File: config.mk
export PLATFORM = sky130hd
export DESIGN_NAME = usb_crc
export DESIGN_NICKNAME = d
export VERILOG_FILES = /design/src/rtl/usb_crc.sv
export SDC_FILE = /design/constraint.sdc
export NUM_CORES = 1
export LEC_CHECK = 0
export BUFFER_PORTS_ARGS = -buffer_cell sky130_fd_sc_hd__buf_4
export CAP_MARGIN = 15
export CORE_ASPECT_RATIO = 1.5
export CORE_MARGIN = 2
export CORE_UTILIZATION = 60
export DETAILED_ROUTE_END_ITERATION = 10
export GPL_TIMING_DRIVEN = 0
export PLACE_DENSITY_LB_ADDON = 0.2
export SLEW_MARGIN = 5
export SYNTH_ARGS = -nofsm -noshare
export SYNTH_HDL_FRONTEND = slang
export SYNTH_SLANG_ARGS = --single-unit
File: constraint.sdc
create_clock -name clk -period 8.1 [get_ports clk]
set_input_delay 0.81 -clock clk [delete_from_list [all_inputs] [get_ports clk]]
set_output_delay 0.81 -clock clk [all_outputs]
set_load 0.02 [all_outputs]
File: src/rtl/usb_crc.sv
// Serial USB CRC inserter. Packet bits (SYNC+PID+payload) pass through a bit FIFO;
// CRC5 (token) or CRC16 (data) is computed over the bits after SYNC+PID and the
// complemented CRC is appended MSB-first on the output stream.
// Ports:
//   clk, rst_n          clock, asynchronous active-low reset
//   start, pkt_type     packet start pulse and type (00 hs, 01 token, 10 data, 11 no-CRC)
//   s_in, endr          serial input bit and last-bit marker
//   pause               downstream stall, freezes the output side
//   start_b, s_out      output start pulse and serial output bit
//   endr_b              marks the last output bit

// Output sequencer: emits start_b, drains the FIFO, then shifts out the CRC.
module usb_crc_ctrl (
  input  logic        clk,
  input  logic        rst_n,
  input  logic        start,
  input  logic        pause,
  input  logic        empty,
  input  logic        last,
  input  logic        has_crc,
  input  logic        token,
  input  logic        fifo_bit,
  input  logic [15:0] crc_tx,
  output logic        idle_c,
  output logic        pop_c,
  output logic        start_b,
  output logic        s_out,
  output logic        endr_b
);

  typedef enum logic [2:0] {IDLE, START, SEND, CRC, DONE} state_t;

  state_t      cs;
  state_t      ns;
  logic [15:0] crc_sr;
  logic [3:0]  crc_cnt;

  assign idle_c = (cs == IDLE);
  assign pop_c  = (cs == SEND) && !pause && !empty;

  // Next-state logic; every transition out of a busy state waits for an unpaused cycle.
  always_comb begin
    ns = cs;
    case (cs)
      IDLE:    if (start) ns = START;
      START:   if (!pause) ns = SEND;
      SEND:    if (pop_c && last) ns = has_crc ? CRC : DONE;
      CRC:     if (!pause && (crc_cnt == 4'd0)) ns = DONE;
      DONE:    if (!pause) ns = IDLE;
      default: ns = IDLE;
    endcase
  end

  // State and registered outputs; s_out holds whenever nothing is shifted.
  always_ff @(posedge clk or negedge rst_n) begin
    if (!rst_n) begin
      cs      <= IDLE;
      start_b <= 1'b0;
      s_out   <= 1'b0;
      endr_b  <= 1'b0;
      crc_sr  <= 16'd0;
      crc_cnt <= 4'd0;
    end else begin
      cs      <= ns;
      start_b <= (cs == START) && !pause;
      endr_b  <= (pop_c && last && !has_crc) ||
                 ((cs == CRC) && !pause && (crc_cnt == 4'd0));
      if (pop_c) begin
        s_out <= fifo_bit;
        // CRC is already frozen by the time the last packet bit leaves the FIFO.
        if (last) begin
          crc_sr  <= crc_tx;
          crc_cnt <= token ? 4'd4 : 4'd15;
        end
      end else if ((cs == CRC) && !pause) begin
        s_out   <= crc_sr[15];
        crc_sr  <= {crc_sr[14:0], 1'b0};
        crc_cnt <= crc_cnt - 4'd1;
      end
    end
  end

endmodule

module usb_crc #(
  parameter int unsigned FIFO_DEPTH = 32
) (
  input  logic       clk,
  input  logic       rst_n,
  input  logic       start,
  input  logic [1:0] pkt_type,
  input  logic       s_in,
  input  logic       endr,
  input  logic       pause,
  output logic       start_b,
  output logic       s_out,
  output logic       endr_b
);

  localparam int unsigned AW = $clog2(FIFO_DEPTH);
  localparam int unsigned CW = AW + 1;
  localparam logic [1:0]  PT_TOKEN = 2'b01;
  localparam logic [1:0]  PT_DATA  = 2'b10;

  logic                  idle;
  logic                  accept;
  logic                  rx_active;
  logic                  rx_end;
  logic                  endr_seen;
  logic                  crc_pend;
  logic [1:0]            ptype;
  logic [4:0]            bit_cnt;
  logic                  feed;
  logic                  token;
  logic [4:0]            crc5;
  logic [15:0]           crc16;
  logic [15:0]           crc_tx;
  logic                  crc5_start;
  logic                  crc5_ready;
  logic                  crc5_done;
  logic                  crc16_start;
  logic                  crc16_ready;
  logic                  crc16_done;
  logic                  fb5;
  logic                  fb16;
  logic [FIFO_DEPTH-1:0] mem;
  logic [AW-1:0]         wp;
  logic [AW-1:0]         rp;
  logic [CW-1:0]         count;
  logic                  empty;
  logic                  full;
  logic                  wr;
  logic                  rd;
  logic                  last;
  logic                  fifo_bit;

  assign accept      = start && idle;
  assign rx_end      = rx_active && endr;
  // Bit counter saturates at 16: from then on every bit is payload.
  assign feed        = rx_active && (bit_cnt == 5'd16);
  assign token       = (ptype == PT_TOKEN);
  assign crc5_start  = accept && (pkt_type == PT_TOKEN);
  assign crc16_start = accept && (pkt_type == PT_DATA);
  assign crc5_ready  = feed && token;
  assign crc16_ready = feed && (ptype == PT_DATA);
  assign crc5_done   = rx_end && token;
  assign crc16_done  = rx_end && (ptype == PT_DATA);
  assign fb5         = s_in ^ crc5[4];
  assign fb16        = s_in ^ crc16[15];
  assign crc_tx      = token ? {~crc5, 11'd0} : ~crc16;

  assign empty    = (count == CW'(0));
  assign full     = (count == CW'(FIFO_DEPTH));
  assign wr       = rx_active && !full;
  assign last     = endr_seen && (count == CW'(1));
  assign fifo_bit = mem[rp];

  // Input side: capture window, bit counter and CRC engines; never paused.
  always_ff @(posedge clk or negedge rst_n) begin
    if (!rst_n) begin
      rx_active <= 1'b0;
      endr_seen <= 1'b0;
      crc_pend  <= 1'b0;
      ptype     <= 2'b00;
      bit_cnt   <= 5'd0;
      crc5      <= 5'h1f;
      crc16     <= 16'hffff;
    end else begin
      if (accept) begin
        rx_active <= 1'b1;
        endr_seen <= 1'b0;
        crc_pend  <= 1'b0;
        ptype     <= pkt_type;
        bit_cnt   <= 5'd0;
      end else if (rx_active) begin
        if (bit_cnt != 5'd16) bit_cnt <= bit_cnt + 5'd1;
        if (endr) begin
          rx_active <= 1'b0;
          endr_seen <= 1'b1;
        end
        if (crc5_done || crc16_done) crc_pend <= 1'b1;
      end
      if (crc5_start)      crc5 <= 5'h1f;
      else if (crc5_ready) crc5 <= {crc5[3:0], 1'b0} ^ (fb5 ? 5'b00101 : 5'b00000);
      if (crc16_start)      crc16 <= 16'hffff;
      else if (crc16_ready) crc16 <= {crc16[14:0], 1'b0} ^ (fb16 ? 16'h8005 : 16'h0000);
    end
  end

  // Bit FIFO pointers and occupancy.
  always_ff @(posedge clk or negedge rst_n) begin
    if (!rst_n) begin
      wp    <= '0;
      rp    <= '0;
      count <= '0;
    end else begin
      if (wr) wp <= wp + AW'(1);
      if (rd) rp <= rp + AW'(1);
      if (wr && !rd)      count <= count + CW'(1);
      else if (!wr && rd) count <= count - CW'(1);
    end
  end

  // FIFO storage needs no reset; occupancy alone defines validity.
  always_ff @(posedge clk) begin
    if (wr) mem[wp] <= s_in;
  end

  usb_crc_ctrl ctrl (
    .clk      (clk),
    .rst_n    (rst_n),
    .start    (start),
    .pause    (pause),
    .empty    (empty),
    .last     (last),
    .has_crc  (crc_pend),
    .token    (token),
    .fifo_bit (fifo_bit),
    .crc_tx   (crc_tx),
    .idle_c   (idle),
    .pop_c    (rd),
    .start_b  (start_b),
    .s_out    (s_out),
    .endr_b   (endr_b)
  );

endmodule

======== Word level (Yosys, flattened, before mapping) ========
Cells that the tools add are included.
operators by class
  add/subtract/negate cells ............... 6
  magnitude comparators ................... 3
  equality and inequality tests ........... 18
  muxes and demuxes ....................... 42
  bitwise operators ....................... 6
  reductions and logical operators ........ 46
operator list
  kind                   number
  $mux W16               7
  $bwmux W32             1
  $mux W5                5
  $logic_and A1 B1 Y1    22
  $mux W3                7
  $mux W4                4
  $not A16 Y16           1
  $reduce_bool A2 Y1     8
  $xor A16 B16 Y16       1
  $add A5 B1 Y5 const B  3
  $pmux W3 S5            1
  $mux W1                13
  $lt A5 B6 Y1 const B   2
  $mux W6                2
  $ne A2 B2 Y1 const B   4
  $reduce_and A2 Y1      4
  $add A6 B1 Y6 const B  1
  $eq A3 B2 Y1 const B   2
  $eq A6 B1 Y1 const B   1
  $eq A6 B6 Y1 const B   1
  $logic_not A1 Y1       6
  $logic_not A6 Y1       1
  $sub A6 B1 Y6 const B  1
  $bmux W1 S5            1
  17 further kinds       22
word-level totals
  bits in registers ....................... 105
  input bits .............................. 8
  output and inout bits ................... 3
  word-level logic and storage cells ...... 138

======== Logic depth before layout (Yosys ltp) ========
Gate-level depths: netlist of run 1.
  depth in word-level cells ............... 7
  mapped depth ............................ 11
  depth with buffers taken out ............ 10

======== Cells and area by module ========
Synthesis of run 1 repeated with hierarchy kept, for this count alone.
unflattened totals
  cells, all modules ...................... 483
  area, all modules ....................... 5212.5 µm²
by module, submodules not included
  module        times used  cells an instance  area each (µm²)
  usb_crc       1           351                3852.4
  usb_crc_ctrl  1           132                1360.1

======== Least setup slack after synthesis of run 1 ========
No wires, ideal clock.
  kind .................................... input to register
  start point ............................. input port pause
  end point ............................... register count[4]
  setup time .............................. 0.079 ns
  arrival time ............................ 2.819 ns
  required time ........................... 8.021 ns
  setup slack ............................. 5.202 ns
  cell stages on the path ................. 9
  cell sequence ........................... or3b_4 a211oi_4 inv_4 ha_1 clkbuf_1 nand2b_1 or3_1 a21oi_1 xor2_1
between the ends
  word-level cells in the longest chain between the ends .. 6
  elaborated cells on any way between the ends .. 8
  those cells by class .................... 1 x mux; 7 x reduce/logical
ends and longest elaborated chain
  item                                           RTL line  text
  start, declared                                94        input logic pause,
  $logic_not A1 Y1 (*)                           39        assign pop_c = (cs == SEND) && !pause && !empty;
  $logic_and A1 B1 Y1 (*) (2 in series)          39
  $logic_not A1 Y1                               199       if (wr && !rd) count <= count + CW'(1);
  $logic_and A1 B1 Y1                            199
  $mux W6 or $reduce_bool A2 Y1 (tied branches)  -
  end signal, assigned                           199
  end signal, assigned                           200       else if (!wr && rd) count <= count - CW'(1);
  end, declared                                  129       logic [CW-1:0] count;
Every way passes the cells marked *; elsewhere a longest branch is shown, timed or not.
A chain may end at the register's enable or synchronous reset.

======== Final worst setup path of run 1 ========
  start point ............................. register count[0]
  end point ............................... register count[4]
between the ends
  word-level cells in the longest chain between the ends .. 6
  elaborated cells on any way between the ends .. 15
  those cells by class .................... 2 x add/sub; 1 x eq/ne; 2 x mux; 10 x reduce/logical
ends and longest elaborated chain
  item
  branches (longest 6 deep; another with $sub A6 B1 Y6)
Several ways; the timed one is not identified. The select of a mux whose other input is x is not followed.

==> out/results.ini, run 1 <==
[global_route]
grt_antenna_before_repair = 0
gr-usage-met3_pct = 3.82
grt.met1_usage_pct = 26.8
grt_max_degree = 74
grt_first_pass_wirelength_um = 16300
top_usage_layer = met2
use_met2_pct = 38.1
grt-ovfl-total = 0
grt_pass1_vias = 3458
grt_usage_pct = 22.3

[setup_path]
slowest_delay_ns = 0.49
worst_path_max_delay_cell = a211oi_4
worst-path-buf-inv = 3
path_max_fanout = 8
criticalPathCategory = reg -> reg
crit_cells = 11
path_cells = inv_1 > ha_1 > nor2b_1 > a211oi_4 > inv_4 > ha_1 > clkbuf_1 > nand2b_1 > or3_1 > a21oi_1 > xor2_1
cp_common_cell = ha_1
worst_setup_path_end_kind = flip-flop
r2r_cells = 11
required_ns = 8.37
worst_path_dominant_cell_family = simple AND/OR/NAND/NOR gates
startpoint_type = flip-flop
ff2ff_setup_slack_ns = 5.16
cp.arrival_ns = 3.21

[clock_network]
tritoncts = yes
ctsHoldBuffers = 0
cts_resized = 0
path_clk_slew_ns = 0.07
htree_num_levels = 3
worstSkewPairLatency_ns = 0.35
post_cts_buffers = 0
clockBufferDepth = 2
cts_buffers = 9
cts_sinks = 105
cts_root_buf = clkbuf_16

[yosys]
async_reset_ff_share_pct = 69.5
synth_common_cells = nor2_1 (59), dfrtp_1 (52), nand2_1 (49)
synth_area_um2 = 5210
ys_seq_area_share_pct = 54.0
ys_ff_latch = 105
yosysWarnings = 0
synth_cell_types = 58
synth_top_cell_by_area = dfrtp_1
synth_edf_count = 32
syn_inst = 454
synthTopCellsByArea = dfrtp_1 (25%), edfxtp_1 (18%), dfstp_2 (11%)
synth_top_area_share_pct = 25.0
synth.most_common_cell = nor2_1
avgSynthCellArea_um2 = 11.5
ys.flop_type = dfrtp_1
syn_nets = 476

[layout]
drive_above_1_share_pct = 18.8
area_delta_synth_final_pct = 9.94
diodes = 0
seq_area_um2 = 2810
nNetsFinal = 497
multi_input_area_um2 = 2230
fillCellCount = 644

[timing]
maxSlewHeadroom_pct = 39.9
setup_ws_ns = 5.16
min_period_ns = 2.94
worst_clock_skew_ns = 0.00507
finalHoldViolCount = 0
slew_violations = 0
period_share_pct = 36.3
tightest_slew_ns = 0.901
setup_violations = 0
fmax_ghz = 0.340
fin_setup_tns_ns = 0
rsz0062_at_grt = no

[outcome]
status = finished, final reports clean

[routing]
vias_per_cell = 5.74
drc = 0
dr_total_vias = 3371
drt_wl_total_um = 9560
routedWlPerCell_um = 16.3
drt_iter0_markers = 184
first_pass_iters = 4
ant_nets = 0

[floorplanning]
die_h_um = 118
initial_core_util_pct = 62.0
ios = 11
fp.coreArea_um2 = 8410
die_area_um2 = 9470
rows = 41
die_x_um = 80.1

[worst_hold_path]
min_path_cells = 2
worst_hold_path_type = reg -> reg

[place]
place.gp.congestion = 0.803
port_buffers = 10
hpwl_um = 6700
dp_slack_ns = 4.80

[power_and_ir_drop]
power.leakage_nw = 2.40
p_per_area_nw_per_um2 = 349
ir_drop_mv = 0.212

[job]
maxCapViolations = 0

==> power breakdown <==
| group | total (mW) | internal, mW | switching [mW] |
|---|---|---|---|
| Sequential | 0.848 | 0.725 | 0.123 |
| Clock | 0.446 | 0.260 | 0.187 |
| Combinational | 0.704 | 0.317 | 0.387 |
| Total | 2.00 | 1.30 | 0.696 |
==> stage by stage <==
stage          area (µm²)  total power [mW]  hold slack (ns)  cells  utilization, %
6_report             5730              2.00            0.494    587            68.1
5_1_grt              5730              2.14            0.513    587            68.1
4_1_cts              5730              2.02            0.496    587            68.1
3_5_place_dp         5420              1.56            0.471    571            64.5
3_3_place_gp         5420              1.53            0.466    571            64.5
2_1_floorplan        5210              1.38            0.450    454               -
==> per-layer routing <==
layer  wire length, µm  part of all wire, %
met2              5110                   53
met4               233                  2.4
met1              3910                   41
met3               309                  3.2
met5                 0                    0
==> registers in the layout (all words and copies together) (netlist names), 2 cells and up <==
signal and cells:
ctrl.crc_sr 16, crc16 16, rp 5, ctrl.crc_cnt 4, mem 32, ctrl.cs 3
wp 5, count 6, crc5 5, bit_cnt 5, ptype 2
==> worst min-delay path, stage by stage (launching register included) <==
cell and delay, ns:
dfstp_2 0.38, nand2_1 0.05, nand3_1 0.06
==> layout make-up <==
type	count	share of cell area (%)
Inverter	13	0.895
Sequential cell	105	49.1
Timing Repair Buffer	10	1.31
Clock inverter	3	0.830
Buffer	24	2.05
Multi-Input combinational cell	312	38.9
Tap cell	107	2.34
Clock buffer	13	4.56
==> cell families (layout without fill, tap and decap cells) <==
logic type                 Yosys count  in the layout  share of synthesized area (%)
and+or+nand+nor                    178            178                           16.4
xor gates and xnor gates            24             24                           4.03
AOI/OAI and AO/OA                   37             37                           5.45
DFF                                105            105                           54.0
muxes                               59             59                           13.5
buffers and inverters               37             63                           3.24
adders and majority gates           14             14                           3.36
==> path summary, 6_finish.rpt <==
path | startpoint | end
min in group asynchronous | rst_n | ctrl.crc_sr[8]$_DFFE_PN0P_
worst min-delay path | crc16[8]$_DFFE_PN1P_ | crc16[8]$_DFFE_PN1P_
max in group asynchronous | rst_n | ctrl.crc_cnt[2]$_DFFE_PN0P_
worst min register to register | crc16[8]$_DFFE_PN1P_ | crc16[8]$_DFFE_PN1P_
worst max register to register | count[0]$_DFFE_PN0P_ | count[4]$_DFFE_PN0P_
worst max-delay path | count[0]$_DFFE_PN0P_ | count[4]$_DFFE_PN0P_
==> layout by cell type, fill, tap and decap left out, types with 4 or more instances in the layout <==
cell type / count
nor3_1: 5
mux4_2: 5
nand4_1: 8
clkbuf_1: 18
nand3b_1: 7
xnor2_1: 13
clkbuf_16: 10
mux2_1: 13
edfxtp_1: 32
buf_2: 4
nand2_1: 49
nand3_1: 20
inv_1: 12
dfrtp_1: 52
a21oi_1: 6
mux2i_1: 16
o211ai_1: 4
o21ai_0: 7
ha_1: 14
nor2_1: 59
or3_1: 4
mux2_2: 24
buf_4: 10
xor2_1: 11
dfstp_2: 21
nor2b_1: 6
No activity file was read; power rests on OpenSTA's default activity.
==> inputs of run 2 (changes only) <==
Settings changed: ABC_AREA from default to 1.
Clock period 8.1 ns to 3 ns, I/O delays scaled along.
==> out/results.ini, run 2 <==
[clock_network]
tritoncts = yes  ; unchanged
post_cts_buffers = 0  ; unchanged
ctsHoldBuffers = 0  ; unchanged
cts_buffers = 9  ; unchanged
path_clk_slew_ns = 0.07  ; about the same
clockBufferDepth = 2  ; unchanged
htree_num_levels = 3  ; unchanged
cts_root_buf = clkbuf_16  ; unchanged
cts_sinks = 105  ; unchanged
cts_resized = 0  ; unchanged
worstSkewPairLatency_ns = 0.35  ; about the same

[place]
place.gp.congestion = 0.879  ; was 0.803
port_buffers = 10  ; unchanged
dp_slack_ns = 0.482  ; was 4.80 ns
placed_cell_area_um2 = 5460  ; was 5420 µm²
dp_cells = 715  ; was 571
hpwl_um = 7260  ; was 6700 µm

[timing]
fmax_ghz = 0.397  ; was 0.340 GHz
rsz0062_at_grt = no  ; unchanged
tightest_slew_ns = 0.922  ; was 0.901 ns
period_share_pct = 84.0  ; was 36.3%
finalHoldViolCount = 0  ; unchanged
setup_ws_ns = 0.479  ; was 5.16 ns
slew_violations = 0  ; unchanged
min_period_ns = 2.52  ; was 2.94 ns
maxSlewHeadroom_pct = 38.5  ; was 39.9%
setup_violations = 0  ; unchanged
worst_clock_skew_ns = 0.00725  ; was 0.00507 ns
fin_setup_tns_ns = 0  ; unchanged

[routing]
first_pass_iters = 5  ; was 4
dr_total_vias = 3917  ; was 3371
drt_iter0_markers = 339  ; was 184
drt_wl_total_um = 10500  ; was 9560 µm
ant_nets = 0  ; unchanged
routedWlPerCell_um = 14.4  ; was 16.3 µm
vias_per_cell = 5.36  ; was 5.74
drc = 0  ; unchanged

[yosys]
ys.flop_type = dfrtp_1  ; unchanged
ys_seq_area_share_pct = 53.6  ; was 54.0%
synth.most_common_cell = nand2_1  ; was nor2_1
ys_ff_latch = 105  ; unchanged
synth_top_area_share_pct = 24.8  ; was 25.0%
syn_inst = 598  ; was 454
synth_common_cells = nand2_1 (139), inv_1 (74), o21ai_0 (65)  ; was nor2_1 (59), dfrtp_1 (52), nand2_1 (49)
synthTopCellsByArea = dfrtp_1 (25%), edfxtp_1 (18%), dfstp_2 (11%)  ; unchanged
avgSynthCellArea_um2 = 8.78  ; was 11.5 µm²
async_reset_ff_share_pct = 69.5  ; unchanged
synth_area_um2 = 5250  ; was 5210 µm²
yosysWarnings = 0  ; unchanged
synth_edf_count = 32  ; unchanged
syn_nets = 620  ; was 476
synth_cell_types = 38  ; was 58
synth_top_cell_by_area = dfrtp_1  ; unchanged

[setup_path]
cp.arrival_ns = 2.76  ; was 3.21 ns
worst_setup_path_end_kind = flip-flop  ; unchanged
criticalPathCategory = reg -> reg  ; unchanged
path_max_fanout = 10  ; was 8
startpoint_type = flip-flop  ; unchanged
ff2ff_setup_slack_ns = 0.48  ; was 5.16 ns
required_ns = 3.24  ; was 8.37 ns

[power_and_ir_drop]
ir_drop_mv = 0.622  ; was 0.212 mV
p_per_area_nw_per_um2 = 926  ; was 349 nW/µm²
power.leakage_nw = 2.61  ; was 2.40 nW

[layout]
largest_reg_flops = 32  ; unchanged
final_common_cell = nand2_1  ; was nor2_1
area_delta_synth_final_pct = 9.34  ; was 9.94%
drive_above_1_share_pct = 12.5  ; was 18.8%
utilization_pct = 67.8  ; was 68.1%
fin_cells = 731  ; was 587
largest-register = mem  ; unchanged
top_regs = mem: 32 flops, crc16: 16 flops, ctrl.crc_sr: 16 flops  ; unchanged
finalInstanceArea_um2 = 5740  ; was 5730 µm²
diodes = 0  ; unchanged
final_cell_mix = nand2_1 (139), inv_1 (74), o21ai_0 (65)  ; was nor2_1 (59), dfrtp_1 (52), nand2_1 (49)
nNetsFinal = 641  ; was 497

[worst_hold_path]
worst_hold_path_type = in -> async  ; was reg -> reg

[floorplanning]
die_h_um = 119  ; was 118 µm
die_x_um = 80.4  ; was 80.1 µm
die_area_um2 = 9530  ; was 9470 µm²
ios = 11  ; unchanged
rows = 41  ; unchanged
fp.coreArea_um2 = 8460  ; was 8410 µm²
initial_core_util_pct = 62.1  ; was 62.0%

[job]
maxCapViolations = 0  ; unchanged

[global_route]
grt_max_degree = 74  ; unchanged
grt_first_pass_wirelength_um = 18100  ; was 16300 µm
grt-ovfl-total = 0  ; unchanged
grt_usage_pct = 24.6  ; was 22.3%
grt_pass1_vias = 3922  ; was 3458
grt_antenna_before_repair = 0  ; unchanged

[outcome]
status = finished, final reports clean  ; unchanged

[run 2: cell types whose count changed after synthesis, moves of 13 or more]
cell | before | now
o21ai_0 | 7 | 65
mux2_1 | 13 | 0
nand3_1 | 20 | 43
nand2_1 | 49 | 139
mux2_2 | 24 | 0
mux2i_1 | 16 | 0
inv_1 | 12 | 74
[run 2: cell families (layout without fill, tap and decap cells)]
kind of cell | count (synthesis) | in the layout | share of synthesized area, %
simple gates | 263 | 263 | 22.0
compound gates | 97 | 97 | 10.2
flops | 105 | 105 | 53.6
fa+ha+maj | 14 | 14 | 3.33
buf+inv | 100 | 126 | 7.74
xor+xnor | 19 | 19 | 3.17
[run 2: critical path, cell delays in order, from the launching register on]
cell	delay, ns
dfrtp_1	0.45
inv_1	0.11
ha_1	0.16
nand3_1	0.13
nand2_4	0.18
buf_2	0.29
ha_1	0.20
clkbuf_1	0.26
inv_1	0.12
o21ai_0	0.26
xor2_1	0.19
inv_1	0.06
[run 2: worst paths after layout]
check,from,end,depth (start not counted)
min in group clk,endr,rx_active$_DFF_PN0_,2
min,rst_n,rp[3]$_DFFE_PN0N_,1
max reg2reg,count[0]$_DFFE_PN0P_,count[2]$_DFFE_PN0P_,11
max,count[0]$_DFFE_PN0P_,count[2]$_DFFE_PN0P_,11
min reg2reg,ctrl.crc_sr[3]$_DFFE_PN0P_,ctrl.crc_sr[3]$_DFFE_PN0P_,2
max in group asynchronous,rst_n,bit_cnt[0]$_DFFE_PN0P_,1
[run 2: layout make-up]
class	count	area [µm²]
Buffer	19	97.6
Clock buffer	11	254
Clock inverter	5	27.5
Fill cell	695	2720
Inverter	81	309
Multi-Input combinational cell	393	2030
Sequential cell	105	2810
Tap cell	107	134
Timing Repair Buffer	10	75.1
[run 2: metrics by stage]
step	hold WS, ns	power [mW]
3_5_place_dp	0.466	4.21
6_report	0.0720	5.32
3_3_place_gp	0.462	4.11
4_1_cts	0.132	5.34
2_1_floorplan	0.00441	3.67
5_1_grt	0.149	5.76
[run 2: metal layers]
metal  routed length [µm]  vias to the layer above  global-route usage (%)  part of all wire (%)
li1                     -                     1973                       -                     -
met1                 4230                     1864                    29.8                    40
met2                 5690                       68                    42.8                    54
met3                  399                       12                    4.05                   3.8
met4                  187                        0                    9.96                   1.8
met5                    0                        -                       0                     0
[run 2: power breakdown]
group	internal [mW]	switching, mW	total (mW)
logic	0.686	1.30	1.98
registers	1.92	0.298	2.22
clock network	0.608	0.508	1.12
